<file path="src/rtl/pos_sweep_eval.sv">
// pos_sweep_eval: programmable product-of-sums evaluator with single-shot and
// exhaustive sweep modes; the sweep captures the full truth table on chip.
`default_nettype none

module pos_sweep_eval #(
  parameter int N  = 4,
  parameter int M  = 8,
  parameter int IW = (M > 1) ? $clog2(M) : 1
) (
  input  logic              clk,
  input  logic              rst_n,
  input  logic              cfg_we,
  input  logic [IW-1:0]     cfg_idx,
  input  logic [N-1:0]      cfg_pos,
  input  logic [N-1:0]      cfg_neg,
  input  logic              cfg_en,
  input  logic              eval_valid,
  input  logic [N-1:0]      eval_in,
  output logic              eval_ready,
  input  logic              sweep_start,
  output logic              out_valid,
  input  logic              out_ready,
  output logic [N-1:0]      out_in,
  output logic              out_s,
  output logic              out_last,
  output logic              busy,
  output logic              done,
  output logic [(1<<N)-1:0] tt,
  output logic [N:0]        ones_cnt
);

  localparam logic [N-1:0] LAST_IDX = '1;

  typedef enum logic [1:0] {
    IDLE  = 2'd0,
    ONE   = 2'd1,
    SWEEP = 2'd2,
    DONE  = 2'd3
  } state_t;

  state_t state, state_nxt;

  logic [N-1:0] pos_m [M];
  logic [N-1:0] neg_m [M];
  logic [M-1:0] en_m;

  logic [N-1:0] f_vec;
  logic [M-1:0] clause_ok;
  logic         f_val;
  logic         cfg_hit;

  // One shared evaluator: the vector to be registered at the next edge.
  always_comb begin
    f_vec = out_in + 1'b1;
    if (state == IDLE) f_vec = sweep_start ? '0 : eval_in;
  end

  for (genvar c = 0; c < M; c++) begin : g_clause
    assign clause_ok[c] = ~en_m[c] | (|((pos_m[c] & f_vec) | (neg_m[c] & ~f_vec)));
  end

  assign f_val   = &clause_ok;
  assign cfg_hit = cfg_we && (state == IDLE) && (32'(cfg_idx) < M);

  always_ff @(posedge clk) begin
    if (!rst_n) state <= IDLE;
    else        state <= state_nxt;
  end

  always_comb begin
    state_nxt  = state;
    eval_ready = 1'b0;
    out_valid  = 1'b0;
    out_last   = 1'b0;
    done       = 1'b0;
    busy       = 1'b1;
    case (state)
      IDLE: begin
        busy       = 1'b0;
        eval_ready = ~sweep_start;
        if (sweep_start)     state_nxt = SWEEP;
        else if (eval_valid) state_nxt = ONE;
      end
      ONE: begin
        out_valid = 1'b1;
        if (out_ready) state_nxt = IDLE;
      end
      SWEEP: begin
        out_valid = 1'b1;
        out_last  = (out_in == LAST_IDX);
        if (out_ready && out_in == LAST_IDX) state_nxt = DONE;
      end
      DONE: begin
        done      = 1'b1;
        state_nxt = IDLE;
      end
      default: state_nxt = IDLE;
    endcase
  end

  always_ff @(posedge clk) begin
    if (!rst_n) begin
      for (int c = 0; c < M; c++) begin
        pos_m[c] <= '0;
        neg_m[c] <= '0;
      end
      en_m     <= '0;
      out_in   <= '0;
      out_s    <= 1'b0;
      tt       <= '0;
      ones_cnt <= '0;
    end else begin
      if (cfg_hit) begin
        pos_m[cfg_idx] <= cfg_pos;
        neg_m[cfg_idx] <= cfg_neg;
        en_m[cfg_idx]  <= cfg_en;
      end
      case (state)
        IDLE: begin
          if (sweep_start) begin
            out_in   <= '0;
            out_s    <= f_val;
            tt       <= '0;
            ones_cnt <= '0;
          end else if (eval_valid) begin
            out_in <= eval_in;
            out_s  <= f_val;
          end
        end
        SWEEP: begin
          if (out_ready) begin
            tt[out_in] <= out_s;
            ones_cnt   <= ones_cnt + {{N{1'b0}}, out_s};
            // Index stays on the last vector; the state change ends the sweep.
            if (out_in != LAST_IDX) begin
              out_in <= f_vec;
              out_s  <= f_val;
            end
          end
        end
        default: ;
      endcase
    end
  end

endmodule

`default_nettype wire

</file>
<file path="config.mk">
export PLATFORM = sky130hd
export DESIGN_NAME = pos_sweep_eval
export DESIGN_NICKNAME = d
export VERILOG_FILES = /design/src/rtl/pos_sweep_eval.sv
export SDC_FILE = /design/constraint.sdc
export NUM_CORES = 1
export LEC_CHECK = 0
export CAP_MARGIN = 20
export CORE_MARGIN = 2
export CORE_UTILIZATION = 38
export DETAILED_ROUTE_END_ITERATION = 6
export SYNTH_ARGS = -nofsm -noshare
export SYNTH_HDL_FRONTEND = slang
export SYNTH_SLANG_ARGS = --single-unit
</file>
<file path="constraint.sdc">
create_clock -name clk -period 2.33 [get_ports clk]
set_input_delay 0.466 -clock clk [delete_from_list [all_inputs] [get_ports clk]]
set_output_delay 0.466 -clock clk [all_outputs]
set_load 0.005 [all_outputs]
</file>
Yosys cells after proc, flatten, opt, wreduce, memory -nomap -nowiden
Memory sizes are Yosys's and may differ from the RTL's.
Index checks and enable logic that the tools add are counted.
Word-level totals
  register bits: 36
  bits in writable memories: 64
  input bits: 22
  output and inout port bits: 31
  word-level logic and storage cells: 132
  memories: 2
Cells by class
  $add $sub $neg: 2
  $lt $le $gt $ge: 4
  equality and inequality tests: 11
  mux-type cells: 44
  bitwise gates (word level): 42
  reduce and logical (&&, ||, !) cells: 21
Memories
  neg_m: words 8, width 4, read ports 8, clocked after Yosys merged registers in 0, write ports 8, line 44  | logic [N-1:0] neg_m [M];
  pos_m: words 8, width 4, read ports 8, clocked after Yosys merged registers in 0, write ports 8, line 43  | logic [N-1:0] pos_m [M];
Operators with widths (number)
  4-bit AND: 16
  4-bit OR reduction: 10
  16-bit two-way mux: 2
  4-bit two-way mux: 8
  4-bit OR: 8
  16-bit one-hot mux with 2 select lines: 1
  1-bit two-way mux: 17
  16-bit bitwise mux: 1
  5-bit two-way mux: 2
  2-bit inequality test (second input constant): 5
  5-bit one-hot mux with 2 select lines: 1
  1-bit inverter: 9
  8-bit bitwise mux: 1
  2-bit two-way mux: 4
  1-bit OR: 8
  2-bit one-hot mux with 4 select lines: 1
  4-bit one-hot mux with 2 select lines: 1
  8-bit AND reduction: 1
  3-bit two-way mux: 2
  3-bit AND reduction: 2
  5-bit by 1-bit adder with 5-bit output: 1
  4-bit by 5-bit less-than comparator with 1-bit output (second input constant): 1
  4-bit by 1-bit adder with 4-bit output (second input constant): 1
  1-bit demux with 4-bit select: 1
  other kinds (16): 20

Longest topological paths before layout
  depth in word-level cells: 11
  depth in mapped cells: 10
  gate-level depth less buffers: 9

Least setup slack after synthesis
Ideal clock, no wire load.
  kind: register to register
  start point: register state[0]
  end point: memory neg_m[3][0] (enable)
  arrival time: 1713 ps
  path slack: 231 ps
  cell stages (with the launch flop): 7
  period minus slack after synthesis: 2099 ps
  cells stage by stage: dfxtp_1 inv_1 ha_1 buf_6 buf_2 nand3_1 o21ai_0
RTL lines
  start, declared: line 41  | state_t state, state_nxt;
  start signal, assigned: line 67  | else state <= state_nxt;
  end, declared: line 44

Worst setup path in the final report
  start point: register state[0]
  end point: output busy
Between the ends
  longest elaborated chain between the ends: 2
RTL lines
  2-bit logical NOT: line 77  | case (state)
  1-bit two-way mux: line 77
  end, declared: line 26  | output logic busy,
No other way between the ends.

==> flow_metrics.tcl <==
set metrics [dict create \
    wire_per_inst_um 16.7 \
    rsz0062_at_grt "false" \
    relSlewSlack_pct 63.9 \
    ios 53 \
    drc 0 \
    internal_power_mw 3.97 \
    p_per_area_mw_per_mm2 974 \
    diodes 0 \
    netSwitchingPower_mw 2.16 \
    ir_worst_vdd_uv 424 \
    r2r_setup_slack_ns 0.23 \
    ys_async_sr_fraction_pct 0 \
    synth_flop_cell "edfxtp_1" \
    path_clk_slew_ns 0.07 \
    period_minus_slack_ns 2.27 \
    worst_path_largest_cell_delay_ns 0.51 \
    antenna_found_initial 0 \
    finalSetupViolCount 0 \
    synth_edf_count 64 \
    overflow 0 \
    stdcell_count 737 \
    crit_required_ns 1.86 \
    drtAntennaViolNets 0 \
    via_per_inst 5.17 \
    synth_area_mm2 0.00499 \
    clkPwrFrac_pct 22.6 \
    timing.fmax_mhz 441 \
    switching_share_pct 35.2 \
    die_w_um 119 \
    clockBufferDepth 2 \
    path_common_cell "inv_2" \
    grt_pass1_wl_um 20000 \
    clock-root-buffer "clkbuf_16" \
    yosysWarnings 0 \
    cts_tree "done" \
    synthCells 467 \
    combinationalPowerShare_pct 42.2 \
    reg2reg_depth 11 \
    start_util_pct 39.2 \
    ys_seq_area_share_pct 53.0 \
    crit_arrival_ns 1.80 \
    drt_pass1_iterations 5 \
    slew_viol_final 0 \
    nets 592 \
    finalSetupTns_ns 0 \
    cellLeakagePower_nw 2.41 \
    cts.sinks 100 \
    power_frac_seq_pct 35.1 \
    vias 3810 \
    row_count 41 \
    dp_cells 719 \
    hold_violations 0 \
    dieArea_mm2 0.0141 \
    synth_cell_types 60 \
    critPathKind "flip-flop to output pin" \
    die_height_um 119 \
    synth_nets 499 \
    outcome "complete, no violations" \
    gp_congestion 0.929 \
    syn_area_per_cell_um2 10.7 \
    areaGrowthSynthToFinish_pct 26.1 \
    numCtsBuffers 9 \
    wl_um 12300 \
    core_mm2 0.0127 \
    drtIter0Drc 328 \
    crit_path_top_delay_cell "clkdlybuf4s50_1" \
    cp-start-kind "flip-flop" \
    first_global_vias 3725 \
    ctsHtreeMaxLevel 3 \
    crit_fanout 11 \
    hold_end "ones_cnt[0]" \
    hold_class "flip-flop to flip-flop" \
    min_period_over_period_pct 97.3 \
    grt_max_degree 27 \
    dpl.hpwl_um 9250 \
    hold_start "ones_cnt[0]" \
    layout-drive-gt1-share_pct 15.2 \
    path_cells "inv_2 -> ha_4 -> buf_4 -> inv_2 -> clkdlybuf4s50_1" \
    synth-seq-cells 100 \
    holdPathStages 2 \
    fin_skew_ns 0.00588 \
    clock_latency_ns 0.35 \
    rr_endpoint "tt[9]" \
    port_buffers 52 \
    endpoint_kind "output pin" \
    reg2reg_from "state[0]" \
    maxCapViolations 0 \
    grt_usage_pct 18.3 \
    tightestPinTransition_ns 0.540 \
]
-- Yosys cell counts, types with 4 or more instances --
library cell  instances  share of area, %
clkbuf_1              6              0.45
nand2_1              32               2.4
nand4_1              11               1.4
buf_6                 4              0.90
edfxtp_1             64                39
nand3_1               8              0.80
ha_1                 10               2.5
nor3_1                4              0.40
nor2b_1               6              0.75
o21ai_1               4              0.40
nand2b_1              9               1.1
a22oi_1               6              0.90
a21oi_1              40               4.0
and2_1               65               8.2
dfxtp_1              36                14
inv_1                15               1.1
o21ai_0              33               3.3
mux2i_1              31               6.2
nor2_1               24               1.8
-- area by class of cell --
cell class / count / area, um2
clock buffer: 12 / 236
clock inverter: 4 / 26.3
fill: 1205 / 6430
inverter: 18 / 67.6
multi-input combinational: 330 / 2190
sequential: 100 / 2650
tap: 172 / 215
timing repair buffer: 101 / 901
-- how the worst max path moves through the flow --
stage / start / end / slack (ns) / cells after the start
detailed placement: sweep_start / out_s / -0.12 / 8
CTS: out_in[1] / out_last / 0.004 / 4
global placement: sweep_start / out_s / -0.08 / 8
global route: state[0] / eval_ready / 0.0007 / 6
floorplan: state[0] / neg_m[3][0] / 0.23 / 6
finish: state[0] / busy / 0.06 / 5
-- flip-flops by register name (all words and copies together) (netlist names) --
name      flops
en_m          8
state         2
neg_m        32
out_s         1
pos_m        32
ones_cnt      5
tt           16
out_in        4
-- timing repair --
action,4_1_cts,5_1_grt
pin swaps,0,1
hold buffers,0,0
buffers inserted,0,2
endpoints found under the hold margin,0,0
endpoints found under the setup margin,3,2
gates resized for setup,7,4
-- worst max-delay path: cells and delay by family, from the launching register on --
| kind | cells | cell delay, ns |
|---|---|---|
| fa+ha+maj | 1 | 0.19 |
| flops | 1 | 0.35 |
| buf+inv | 4 | 0.89 |
-- through the flow --
step                hold WS [ns]  instance area (um2)  setup slack (ns)  total power, mW  util (%)
floorplan                  0.431                 4990             0.231             3.63         -
global placement           0.456                 5970           -0.0787             4.65      47.0
detailed placement         0.464                 5970            -0.118             4.68      47.0
CTS                        0.473                 6260           0.00365             6.13      49.2
global route               0.491                 6290          0.000664             6.48      49.4
finish                     0.468                 6290            0.0638             6.12      49.4
-- cell families (layout without fill, tap and decap cells) --
| logic type | count (synthesis) | in the layout | synth area share, % |
|---|---|---|---|
| simple gates | 175 | 175 | 19.4 |
| fa+ha+maj | 10 | 10 | 2.51 |
| compound gates | 105 | 105 | 13.0 |
| flops | 100 | 100 | 53.0 |
| xor+xnor | 4 | 4 | 0.853 |
| mux | 36 | 36 | 7.58 |
| buf+inv | 37 | 135 | 3.61 |
-- routing by layer --
metal	vias to the layer above	part of all wire [%]	track usage, %
met1	1836	47	24.3
li1	1862	-	-
met5	-	0	0
met2	93	48	30.2
met4	0	1.4	5.06
met3	19	4.0	3.96
-- placed cells by master, fill, tap and decap left out, drive strengths merged, types with 2 or more instances in the layout --
cell type / netlist / layout
a211oi: 4 / 4
a21oi: 41 / 41
a221oi: 2 / 2
a22oi: 6 / 6
and2: 65 / 65
and3: 3 / 3
buf: 10 / 49
clkbuf: 9 / 12
clkdlybuf4s50: 0 / 52
clkinv: 1 / 4
dfxtp: 36 / 36
edfxtp: 64 / 64
ha: 10 / 10
inv: 17 / 18
mux2: 4 / 4
mux2i: 32 / 32
nand2: 32 / 32
nand2b: 11 / 11
nand3: 9 / 9
nand3b: 2 / 2
nand4: 11 / 11
nor2: 24 / 24
nor2b: 6 / 6
nor3: 6 / 6
o21ai: 37 / 37
o31ai: 2 / 2
or2: 2 / 2
or3: 3 / 3
xor2: 3 / 3
-- power by group through the flow --
stage          Sequential (mW)  Combinational, mW  Clock [mW]
2_1_floorplan             2.15               1.48           0
3_3_place_gp              2.18               2.47           0
3_5_place_dp              2.18               2.50           0
4_1_cts                   2.15               2.56        1.42
5_1_grt                   2.17               2.82        1.49
6_report                  2.15               2.59        1.39
(Power assumes the default switching activity.)
